===== config.mk =====
export PLATFORM = sky130hd
export DESIGN_NAME = branch_predict_unit
export DESIGN_NICKNAME = d
export VERILOG_FILES = /design/src/rtl/riscv_pkg.sv /design/src/rtl/branch_cmp.sv /design/src/rtl/branch_predict_unit.sv
export SDC_FILE = /design/constraint.sdc
export NUM_CORES = 1
export LEC_CHECK = 0
export ABC_AREA = 1
export BUFFER_PORTS_ARGS = -buffer_cell sky130_fd_sc_hd__buf_4
export CORE_MARGIN = 4
export CORE_UTILIZATION = 45
export CTS_BUF_LIST = sky130_fd_sc_hd__clkbuf_4 sky130_fd_sc_hd__clkbuf_8
export CTS_CLUSTER_DIAMETER = 120
export DETAILED_ROUTE_END_ITERATION = 12
export GPL_ROUTABILITY_DRIVEN = 1
export HOLD_SLACK_MARGIN = 0.06
export PLACE_DENSITY = 0.75
export SLEW_MARGIN = 30
export SYNTH_ARGS = -nofsm -noshare
export SYNTH_HDL_FRONTEND = slang
export SYNTH_SLANG_ARGS = --single-unit
export TNS_END_PERCENT = 30

===== constraint.sdc =====
create_clock -name clk -period 1.71 [get_ports clk]
set_input_delay 0 -clock clk [delete_from_list [all_inputs] [get_ports clk]]
set_output_delay 0 -clock clk [all_outputs]
set_load 0.005 [all_outputs]

===== src/rtl/riscv_pkg.sv =====
// riscv_pkg -- shared RISC-V constants used by the branch prediction unit.
//   OP_BRANCH      : conditional branch major opcode
//   F3_*           : branch condition encodings carried in funct3
//   CNT_RESET      : 2-bit predictor counter value after reset (weakly not-taken)
//   sat_next()     : 2-bit saturating counter step
//   f3_is_branch() : funct3 is one of the six defined branch conditions
package riscv_pkg;

  localparam logic [6:0] OP_BRANCH = 7'b1100011;

  localparam logic [2:0] F3_BEQ  = 3'b000;
  localparam logic [2:0] F3_BNE  = 3'b001;
  localparam logic [2:0] F3_BLT  = 3'b100;
  localparam logic [2:0] F3_BGE  = 3'b101;
  localparam logic [2:0] F3_BLTU = 3'b110;
  localparam logic [2:0] F3_BGEU = 3'b111;

  localparam logic [1:0] CNT_RESET = 2'b01;

  function automatic logic [1:0] sat_next(input logic [1:0] cnt, input logic taken);
    logic [1:0] nxt;
    if (taken) begin
      nxt = (cnt == 2'b11) ? 2'b11 : cnt + 2'b01;
    end else begin
      nxt = (cnt == 2'b00) ? 2'b00 : cnt - 2'b01;
    end
    return nxt;
  endfunction

  function automatic logic f3_is_branch(input logic [2:0] f3);
    logic ok;
    case (f3)
      F3_BEQ, F3_BNE, F3_BLT, F3_BGE, F3_BLTU, F3_BGEU: ok = 1'b1;
      default:                                          ok = 1'b0;
    endcase
    return ok;
  endfunction

endpackage


===== src/rtl/branch_cmp.sv =====
// branch_cmp -- combinational branch condition evaluation.
//   funct3 : branch condition encoding
//   rs1    : first compare operand (XLEN)
//   rs2    : second compare operand (XLEN)
//   taken  : condition holds; 0 for undefined funct3 encodings
module branch_cmp
  import riscv_pkg::*;
#(
  parameter int XLEN = 32
) (
  input  logic [2:0]      funct3,
  input  logic [XLEN-1:0] rs1,
  input  logic [XLEN-1:0] rs2,
  output logic            taken
);

  // Select the comparison named by funct3 over the full operand width
  always_comb begin
    taken = 1'b0;
    case (funct3)
      F3_BEQ:  taken = (rs1 == rs2);
      F3_BNE:  taken = (rs1 != rs2);
      F3_BLT:  taken = ($signed(rs1) <  $signed(rs2));
      F3_BGE:  taken = ($signed(rs1) >= $signed(rs2));
      F3_BLTU: taken = (rs1 <  rs2);
      F3_BGEU: taken = (rs1 >= rs2);
      default: taken = 1'b0;
    endcase
  end

endmodule


===== src/rtl/branch_predict_unit.sv =====
// branch_predict_unit -- bimodal branch predictor with EX-stage resolution.
//   Build macro BRANCH_PREDICT_EN: when defined, a BHT of 2-bit saturating
//   counters drives pred_taken; when undefined, pred_taken is constant 0.
//   clk, rst                      : clock, async active-high reset
//   if_pc        -> pred_taken    : fetch lookup (combinational)
//   ex_valid/op/funct3/pc/pred_taken, ex_rs1/ex_rs2 : EX-stage branch inputs
//   br_taken                      : resolved outcome (combinational)
//   mispredict                    : registered one-cycle flush request
//   br_count, miss_count          : resolved-branch / mispredict counters
module branch_predict_unit
  import riscv_pkg::*;
#(
  parameter int XLEN      = 32,
  parameter int BHT_DEPTH = 64
) (
  input  logic            clk,
  input  logic            rst,
  input  logic [XLEN-1:0] if_pc,
  output logic            pred_taken,
  input  logic            ex_valid,
  input  logic [6:0]      ex_op,
  input  logic [2:0]      ex_funct3,
  input  logic [XLEN-1:0] ex_pc,
  input  logic            ex_pred_taken,
  input  logic [XLEN-1:0] ex_rs1,
  input  logic [XLEN-1:0] ex_rs2,
  output logic            br_taken,
  output logic            mispredict,
  output logic [31:0]     br_count,
  output logic [31:0]     miss_count
);

  localparam int IDX_W = $clog2(BHT_DEPTH);

  logic        cmp_taken_s;
  logic        is_branch_s;
  logic        miss_s;
  logic        mispredict_r;
  logic [31:0] br_count_r;
  logic [31:0] miss_count_r;

  branch_cmp #(.XLEN(XLEN)) u_cmp (
    .funct3 (ex_funct3),
    .rs1    (ex_rs1),
    .rs2    (ex_rs2),
    .taken  (cmp_taken_s)
  );

  // Decode a valid conditional branch and flag a wrong prediction
  always_comb begin
    is_branch_s = 1'b0;
    miss_s      = 1'b0;
    if (ex_valid && (ex_op == OP_BRANCH) && f3_is_branch(ex_funct3)) begin
      is_branch_s = 1'b1;
      miss_s      = (cmp_taken_s != ex_pred_taken);
    end else begin
      is_branch_s = 1'b0;
      miss_s      = 1'b0;
    end
  end

  assign br_taken = is_branch_s & cmp_taken_s;

  // Flush pulse and performance counters, all landing the cycle after resolution
  always_ff @(posedge clk or posedge rst) begin
    if (rst) begin
      mispredict_r <= 1'b0;
      br_count_r   <= 32'd0;
      miss_count_r <= 32'd0;
    end else begin
      mispredict_r <= miss_s;
      if (is_branch_s) begin
        br_count_r <= br_count_r + 32'd1;
      end
      if (miss_s) begin
        miss_count_r <= miss_count_r + 32'd1;
      end
    end
  end

  assign mispredict = mispredict_r;
  assign br_count   = br_count_r;
  assign miss_count = miss_count_r;

`ifdef BRANCH_PREDICT_EN
  logic [1:0]       bht_r [BHT_DEPTH];
  logic [IDX_W-1:0] if_idx_s;
  logic [IDX_W-1:0] ex_idx_s;
  logic             unused_pc_s;

  // Word-aligned PCs: bits [1:0] never select an entry
  assign if_idx_s    = if_pc[IDX_W+1:2];
  assign ex_idx_s    = ex_pc[IDX_W+1:2];
  assign unused_pc_s = ^{if_pc[XLEN-1:IDX_W+2], if_pc[1:0],
                         ex_pc[XLEN-1:IDX_W+2], ex_pc[1:0]};

  // Counter table; a same-index lookup sees the value before this edge's update
  always_ff @(posedge clk or posedge rst) begin
    if (rst) begin
      for (int i = 0; i < BHT_DEPTH; i++) begin
        bht_r[i] <= CNT_RESET;
      end
    end else if (is_branch_s) begin
      bht_r[ex_idx_s] <= sat_next(bht_r[ex_idx_s], cmp_taken_s);
    end
  end

  assign pred_taken = bht_r[if_idx_s][1];
`else
  logic unused_pc_s;

  // Static not-taken: the PCs play no part in prediction
  assign unused_pc_s = ^{if_pc, ex_pc};
  assign pred_taken  = 1'b0;
`endif

endmodule


==> reports/results.ini, run 1 <==
[outcome]
status=finished, violations left
violations=negative setup slack

[critical_path]
worstSetupEndpointType=flop
timing.rr.start=br_count[0]$_DFFE_PP0P_
critPathMaxFanout=8
critPathMaxStageDelay_ns=0.32
crit_start=ex_rs1[15]
path_class=in2reg
critPathSlowestCell=ha_1
r2r_cells=13
reg2reg_to=br_count[26]$_DFFE_PP0P_
endpoint=miss_count[22]$_DFFE_PP0P_
path_cells=buf_4 > ha_1 > a21oi_1 > o21ai_1 > a21oi_2 > nand2_2 > nand2_4 > nand2_4 > nand2_4 > nand3_4 > nand2_4 > nand3_4 > nand2_4 > nand3_4 > buf_12 > buf_16 > nand2_4 > nand2_2
r2r_slack_ns=-0.15
crit_path_start_kind=input port
cp.arrival_ns=2.17
crit_required_ns=1.95
crit_top_cell=nand2_4

[power]
power_mw=3.90
switchingPower_mw=1.06
p_comb_share_pct=21.9
internal_power_mw=2.83
p_per_area_nw_per_um2=494
clock_power_share_pct=38.3
seqPwrFrac_pct=39.8
vdd_drop_max_mv=0.358
swShare_pct=27.2
p_leak_nw=4.05

[synth]
synth-warning-count=0
synth-seq-cells=65
synthDistinctLibCells=33
avgSynthCellArea_sq_um=7.26
synth.cell_area_sq_um=4800
synth_nets=838
syn_inst=662
seq_area_frac_synth_pct=33.9

[global_routing]
grt_pass1_wl_microns=25300
track_usage_pct=24.6
grt_max_degree=66
grt_pass1_vias=5421
antenna_found_initial=0
grt_overflow=0

[worst_hold_path]
hold_path.class=in2reg
hp-start=ex_op[0]

[routing]
post_drt_wl_per_cell_microns=16.2
first_iter_violations=254
drc=0
routed_wl_microns=16900
vias=5482
avgViaCountPerCell=5.25
final_antenna_net_count=0
dr.pass1.iters=5

[layout]
drive_gt1_share_pct=44.2
nets=1080
syn_to_final_growth_pct=64.1
diodes=0
multi_input_area_sq_um=3440
fill_cells=710
regArea_sq_um=1630

[floorplan]
ios=209
initial_core_util_pct=46.3
num_rows=37
die-area_sq_um=12400
die_w_microns=111
die_y_microns=111
core_sq_um=10400

[clock_tree]
cts_tree=built
clock_latency_ns=0.35
clk_pin_slew_ns=0.08
clk_path_buf_depth=2
clock_sinks=65
cts_root_buffer=clkbuf_8
cts_buffers=9
cts_max_level=3

[timing]
fmax_mhz=518
fin_crit_ns=1.93
slew_viol_final=0
rsz0062_at_grt=yes
setup_viol=46
hold_viol=0
fin_tns_setup_ns=-7.03
timing.final.crit_share_pct=113
holdWs_ns=0.0931
finClkSkew_ns=0.0109
layout_setup_ws_ns=-0.219

[placement]
hpwl_microns=11100
io_buffers=143
place_congestion=0.895

[run]
maxCapViolations=0

synthesized netlist by cell type (all sizes together):
| cell type | n | area [sq um] |
|---|---|---|
| inv | 88 | 330 |
| nor4 | 10 | 77.6 |
| o21ai | 5 | 25.0 |
| xor2 | 39 | 342 |
| ha | 34 | 425 |
| o21a | 2 | 15.0 |
| a21o | 1 | 7.51 |
| nor2 | 70 | 290 |
| xnor2 | 19 | 166 |
| nor3b | 1 | 7.51 |
| conb | 1 | 3.75 |
| a21oi | 16 | 80.1 |
| nand3b | 1 | 7.51 |
| nor3 | 24 | 136 |
| nand4 | 14 | 87.6 |
| nand2 | 200 | 763 |
| clkbuf | 3 | 11.3 |
| buf | 7 | 63.8 |
| nand3 | 61 | 333 |
| dfrtp | 65 | 1630 |
| clkinv | 1 | 3.75 |
how the worst min path moves through the flow:
| stage | end | slack, ns | cells past startpoint |
|---|---|---|---|
| after floorplan | mispredict$_DFF_PP0_ | 0.17 | 2 |
| after CTS | br_count[4]$_DFFE_PP0P_ | 0.09 | 5 |
| final | br_count[4]$_DFFE_PP0P_ | 0.09 | 4 |
| after global routing | br_count[4]$_DFFE_PP0P_ | 0.11 | 4 |
| after detailed placement | br_count[31]$_DFFE_PP0P_ | 0.11 | 3 |
| after global placement | br_count[10]$_DFFE_PP0P_ | 0.11 | 3 |
cells by family after synthesis:
logic type	Yosys count	share of synthesized area [%]
adders and majority gates	34	8.86
buffers and inverters	99	8.52
xor gates and xnor gates	58	10.6
and+or+nand+nor	381	35.5
DFF	65	33.9
AOI/OAI and AO/OA	24	2.66
other	1	0.0781
power by group through the flow:
stage	combinational, mW	clock (mW)	sequential, mW
detailed placement	0.559	0	1.58
CTS	0.686	1.50	1.55
finish	0.852	1.49	1.55
global placement	0.529	0	1.58
floorplan	0.300	0	1.58
global route	0.927	1.58	1.55
routing by layer:
layer  wire (microns)  track usage (%)  part of all wire, %  up-vias
li1                 -                -                    -     2593
met2             9000             44.7                   53      250
met4              570             7.79                  3.4        0
met3             1130             5.13                  6.7       51
met1             6190             28.9                   37     2588
met5                0                0                    0        -
sequential cells by signal, summed over array words and instances, names as in the netlist:
| register | flops |
|---|---|
| br_count | 32 |
| miss_count | 32 |
| mispredict | 1 |
worst max-delay path, delay by kind of cell:
family,cells,cell delay (ns)
and+or+nand+nor,11,1.01
buffers and inverters,3,0.42
AOI/OAI and AO/OA,3,0.42
adders and majority gates,1,0.32
placed cells by master (no fill, tap or decap), types with 2 or more instances in the layout:
cell,instances
nand3_4,6
xor2_1,39
a21oi_1,11
dlygate4sd3_1,3
buf_16,3
nand3_1,37
nand4_1,14
inv_2,19
nor3_1,20
nand2_2,25
clkbuf_16,2
inv_4,3
nor3_4,2
nor4_1,6
bufinv_16,2
nand3_2,18
inv_1,66
nor2_1,43
buf_6,15
nor3_2,2
o21ai_1,2
ha_4,15
nor2_4,11
nand2_4,16
o21a_1,2
nor4_2,3
dfrtp_1,64
clkbuf_4,2
nor2_2,16
xnor2_1,19
clkbuf_8,9
ha_1,18
buf_4,210
clkinvlp_4,2
o21ai_2,2
buf_12,7
a21oi_2,5
nand2_1,158
layout make-up:
class	count	area share [%]
Multi-Input combinational cell	498	43.7
Timing Repair Buffer	241	26.4
Sequential cell	65	20.7
Inverter	89	4.33
Tap cell	136	2.16
Clock buffer	11	1.76
Clock inverter	5	1.02
what timing repair did:
action / CTS / global route
gates cloned: 4 / 2
endpoints found under the setup margin: 48 / 54
resized for setup: 45 / 110
hold endpoints to repair: 67 / 0
hold buffers: 3 / 0
pin swaps: 42 / 46
buffers inserted: 16 / 8
per-stage QoR:
step | cell area (sq um) | utilization, % | std cells | setup slack (ns)
after global routing | 7880 | 76.0 | 1045 | -0.326
after CTS | 7300 | 70.4 | 1035 | -0.190
final | 7880 | 76.0 | 1045 | -0.219
after global placement | 6640 | 64.0 | 997 | -0.262
after detailed placement | 6640 | 64.0 | 997 | -0.472
after floorplan | 4940 | - | 662 | -0.108
Power figures use the tool's default switching activity.
==> run 2, diff against run 1 <==
--- a/config.mk
+++ b/config.mk
@@ -6,15 +6,16 @@
 export NUM_CORES = 1
 export LEC_CHECK = 0
 export ABC_AREA = 1
-export BUFFER_PORTS_ARGS = -buffer_cell sky130_fd_sc_hd__buf_4
 export CORE_MARGIN = 4
 export CORE_UTILIZATION = 45
 export CTS_BUF_LIST = sky130_fd_sc_hd__clkbuf_4 sky130_fd_sc_hd__clkbuf_8
 export CTS_CLUSTER_DIAMETER = 120
+export CTS_CLUSTER_SIZE = 10
 export DETAILED_ROUTE_END_ITERATION = 12
+export DONT_BUFFER_PORTS = 1
 export GPL_ROUTABILITY_DRIVEN = 1
 export HOLD_SLACK_MARGIN = 0.06
-export PLACE_DENSITY = 0.75
+export PLACE_DENSITY = 0.58
 export SLEW_MARGIN = 30
 export SYNTH_ARGS = -nofsm -noshare
 export SYNTH_HDL_FRONTEND = slang
==> reports/results.ini, run 2 (synthesized netlist as in run 1, its figures left out) <==
[clock_tree]
cts_root_buffer=clkbuf_8
clk_path_buf_depth=2
clk_pin_slew_ns=0.07
cts_max_level=3
cts_buffers=9
clock_latency_ns=0.36
cts_tree=built
clock_sinks=65

[critical_path]
endpoint=br_count[26]$_DFFE_PP0P_
r2r_cells=12
crit_path_start_kind=flop
cp.arrival_ns=2.10
critPathSlowestCell=dfrtp_1
reg2reg_to=br_count[26]$_DFFE_PP0P_
timing.rr.start=br_count[0]$_DFFE_PP0P_
worstSetupEndpointType=flop
critPathMaxFanout=6
r2r_slack_ns=-0.13
crit_start=br_count[0]$_DFFE_PP0P_
path_class=reg2reg
path_cells=ha_2 > nand3_2 > nor2_1 > inv_1 > nor2_4 > nand2_2 > nor3_4 > nand3_2 > nor2_4 > nand2_4 > o21ai_2 > nand2_1
critPathMaxStageDelay_ns=0.38
crit_required_ns=1.96

[timing]
fmax_mhz=543
setup_viol=6
slew_viol_final=0
fin_crit_ns=1.84
hold_viol=0
finClkSkew_ns=0.0128
layout_setup_ws_ns=-0.131
holdWs_ns=0.0720
timing.final.crit_share_pct=108
fin_tns_setup_ns=-0.693
rsz0062_at_grt=yes

[layout]
nets=944
diodes=0
fin_area_sq_um=6730
instances_no_fill=908
syn_to_final_growth_pct=40.1
final_cell_mix=nand2_1, buf_4, inv_1, dfrtp_1, nand3_1
final_common_cell=nand2_1
finish.utilization_pct=64.9
drive_gt1_share_pct=34.2

[worst_hold_path]
hold_path.class=in2async

[routing]
first_iter_violations=233
final_antenna_net_count=0
dr.pass1.iters=5
routed_wl_microns=14200
avgViaCountPerCell=5.17
post_drt_wl_per_cell_microns=15.7
vias=4696
drc=0

[floorplan]
die-area_sq_um=12400
die_y_microns=111
die_w_microns=111
num_rows=37
core_sq_um=10400
ios=209
initial_core_util_pct=46.3

[global_routing]
track_usage_pct=20.9
grt_pass1_vias=4595
grt_max_degree=30
antenna_found_initial=0
grt_pass1_wl_microns=21500
grt_overflow=0

[placement]
place_congestion=1.02
preCtsSetupSlack_ns=-0.281
place_area_sq_um=5720
place_inst=872
hpwl_microns=10200
io_buffers=0

[power]
power_mw=3.62
p_leak_nw=3.32
p_per_area_nw_per_um2=538
vdd_drop_max_mv=0.624

[outcome]
status=finished, violations left
violations=negative setup slack

[run]
maxCapViolations=0

[run 2: report_power, final]
part / leakage, nW / internal [mW] / total [mW] / switching, mW
clock network: 0.104 / 0.849 / 1.48 / 0.628
logic: 2.34 / 0.278 / 0.590 / 0.312
registers: 0.878 / 1.54 / 1.55 / 0.00874
[run 2: per-layer routing]
metal | part of all wire [%] | track usage [%] | up-vias | wire length, microns
met5 | 0 | 0 | - | 0
met4 | 2.1 | 6.16 | 0 | 293
met3 | 6.3 | 6.17 | 27 | 903
met2 | 52 | 36.1 | 135 | 7360
met1 | 40 | 25.2 | 2217 | 5680
li1 | - | - | 2317 | -
[run 2: worst min-delay path by stage]
stage,startpoint,slack [ns],end,cells after the start
2_1_floorplan,ex_pred_taken,0.17,mispredict$_DFF_PP0_,2
6_report,rst,0.07,br_count[23]$_DFFE_PP0P_,2
5_1_grt,rst,0.09,br_count[12]$_DFFE_PP0P_,2
4_1_cts,ex_op[2],0.06,br_count[1]$_DFFE_PP0P_,6
3_5_place_dp,rst,-0.11,br_count[12]$_DFFE_PP0P_,1
3_3_place_gp,rst,-0.11,br_count[12]$_DFFE_PP0P_,1
[run 2: layout make-up]
class,count,area (sq um)
Fill cell,890,3640
Multi-Input combinational cell,498,3390
Sequential cell,65,1630
Timing Repair Buffer,105,973
Inverter,89,344
Tap cell,136,170
Clock buffer,10,138
Clock inverter,5,80.1
[run 2: what timing repair did]
item / in CTS / in global routing
hold buffers: 7 / 0
setup buffers: 2 / 6
pin swaps: 1 / 50
endpoints found under the hold margin: 99 / 0
setup endpoints to repair: 18 / 51
resized for setup: 7 / 121
gates cloned: 0 / 6
[run 2: worst max-delay path: cells and delay by family (launching register included)]
kind | cells | cell delay [ns]
AND/OR/NAND/NOR | 9 | 0.97
AO/OA/AOI/OAI | 1 | 0.11
flip-flops | 1 | 0.38
adder cells (fa/ha/maj) | 1 | 0.20
buffers and inverters | 1 | 0.07
==> run 3, diff against run 2 <==
--- a/config.mk
+++ b/config.mk
@@ -6,6 +6,7 @@
 export NUM_CORES = 1
 export LEC_CHECK = 0
 export ABC_AREA = 1
+export CORE_ASPECT_RATIO = 1.75
 export CORE_MARGIN = 4
 export CORE_UTILIZATION = 45
 export CTS_BUF_LIST = sky130_fd_sc_hd__clkbuf_4 sky130_fd_sc_hd__clkbuf_8
==> reports/results.ini, run 3 (synthesized netlist as in run 1, its figures left out) <==
[outcome]
status=finished, violations left
violations=negative setup slack

[floorplan]
ios=209
die_w_microns=86.1
num_rows=49
die_y_microns=145
die-area_sq_um=12500
core_sq_um=10400
initial_core_util_pct=46.4

[layout]
multi_input_area_sq_um=3280
diodes=0
regArea_sq_um=1630
nets=969
fin_area_sq_um=6750
drive_gt1_share_pct=32.2
finish.utilization_pct=65.2
syn_to_final_growth_pct=40.6
final_cell_mix=nand2_1, buf_4, inv_1, dfrtp_1, nand3_1
fill_cells=908
final_common_cell=nand2_1

[power]
vdd_drop_max_mv=0.434
power_mw=3.71
p_per_area_nw_per_um2=549
p_leak_nw=3.43

[timing]
fin_crit_ns=1.83
timing.final.crit_share_pct=107
slew_viol_final=0
fmax_mhz=546
rsz0062_at_grt=yes
hold_viol=0
tightest_slew_ns=0.644
relSlewSlack_pct=57.0
layout_setup_ws_ns=-0.121
setup_viol=15
finClkSkew_ns=0.0176

[critical_path]
timing.rr.start=br_count[1]$_DFFE_PP0P_
critPathSlowestCell=dfrtp_1
crit_start=br_count[1]$_DFFE_PP0P_
reg2reg_to=br_count[13]$_DFFE_PP0P_
crit_required_ns=1.95
endpoint=br_count[13]$_DFFE_PP0P_
r2r_slack_ns=-0.12
cp.arrival_ns=2.07
path_cells=buf_6 > nand3_4 > nor2_4 > inv_2 > nor2_4 > inv_2 > nor3_4 > buf_4 > buf_6 > inv_2 > nor2_4 > nand3_2 > xor2_1
critPathMaxStageDelay_ns=0.41
worstSetupEndpointType=flop
crit_path_start_kind=flop
critPathMaxFanout=2
r2r_cells=13
path_class=reg2reg

[global_routing]
top_usage_layer=met2
track_usage_pct=22.9
grt_pass1_wl_microns=22600
use_met2_pct=44.2
grt_pass1_vias=4955
antenna_found_initial=0
grt.met3_usage_pct=5.33
grt_max_degree=39
grt_overflow=0
use_met1_pct=21.6

[routing]
first_iter_violations=195
dr.pass1.iters=4
post_drt_wl_per_cell_microns=16.0
routed_wl_microns=14800
avgViaCountPerCell=5.23
final_antenna_net_count=0
vias=4839
drc=0

[clock_tree]
clock_sinks=65
cts_tree=built
clk_pin_slew_ns=0.08
cts_buffers=9
cts_max_level=3
clock_latency_ns=0.36
cts_root_buffer=clkbuf_8
clk_path_buf_depth=2

[placement]
place_congestion=0.965
place_area_sq_um=5820
io_buffers=0
hpwl_microns=11200
preCtsSetupSlack_ns=-0.253

[worst_hold_path]
hold_path.class=in2reg

[run]
maxCapViolations=0

-- run 3: cell count changes in the layout (fill, tap and decap cells not counted), sizes merged --
| cell | change |
|---|---|
| clkinvlp | -1 |
| dlygate4sd3 | +1 |
| inv | +1 |
| clkbuf | -4 |
| buf | +28 |
| bufinv | +1 |
-- run 3: layout make-up --
class	count	area share, %
Multi-Input combinational cell	498	48.6
Sequential cell	65	24.2
Timing Repair Buffer	130	16.3
Inverter	89	4.95
Tap cell	127	2.35
Clock buffer	10	1.95
Clock inverter	6	1.70
-- run 3: through the flow --
stage / TNS (ns) / std cells / hold slack, ns
final: -1.30 / 925 / 0.0889
after detailed placement: -9.39 / 880 / 0.00669
after global routing: -4.43 / 925 / 0.104
after CTS: -1.07 / 912 / 0.0695
after global placement: -7.66 / 880 / -0.0100
after floorplan: -0.439 / 662 / 0.166
-- run 3: worst min-delay path by stage --
stage                       start                   endpoint  slack (ns)  cells past startpoint
floorplan           ex_pred_taken       mispredict$_DFF_PP0_        0.17                      2
global placement              rst  miss_count[2]$_DFFE_PP0P_       -0.01                      1
detailed placement            rst  miss_count[4]$_DFFE_PP0P_       0.007                      1
CTS                      ex_op[0]    br_count[2]$_DFFE_PP0P_        0.07                      5
global route             ex_op[0]    br_count[0]$_DFFE_PP0P_        0.10                      4
finish                   ex_op[0]    br_count[0]$_DFFE_PP0P_        0.09                      4
-- run 3: routing by layer --
metal,wire length [microns],vias to the layer above
met5,0,-
met4,744,0
met3,869,45
met2,8200,161
met1,4970,2261
li1,-,2372
-- run 3: repair_timing --
action	4_1_cts	5_1_grt
resized for setup	10	84
hold buffers	8	0
setup buffers	8	12
cloned	0	2
hold endpoints to repair	39	0
setup endpoints to repair	16	50
pin swaps	10	44
-- run 3: critical path: cells and delay by family, from the launching register on --
family                 cells  cell delay (ns)
AND/OR/NAND/NOR            6             0.66
buffers and inverters      6             0.50
flip-flops                 1             0.41
XOR/XNOR                   1             0.15
-- run 3: power breakdown --
group / leakage (nW) / total [mW] / switching (mW) / internal (mW)
clock: 0.121 / 1.66 / 0.664 / 0.993
sequential: 0.881 / 1.56 / 0.0108 / 1.54
combinational: 2.43 / 0.495 / 0.275 / 0.220
total: 3.43 / 3.71 / 0.950 / 2.76
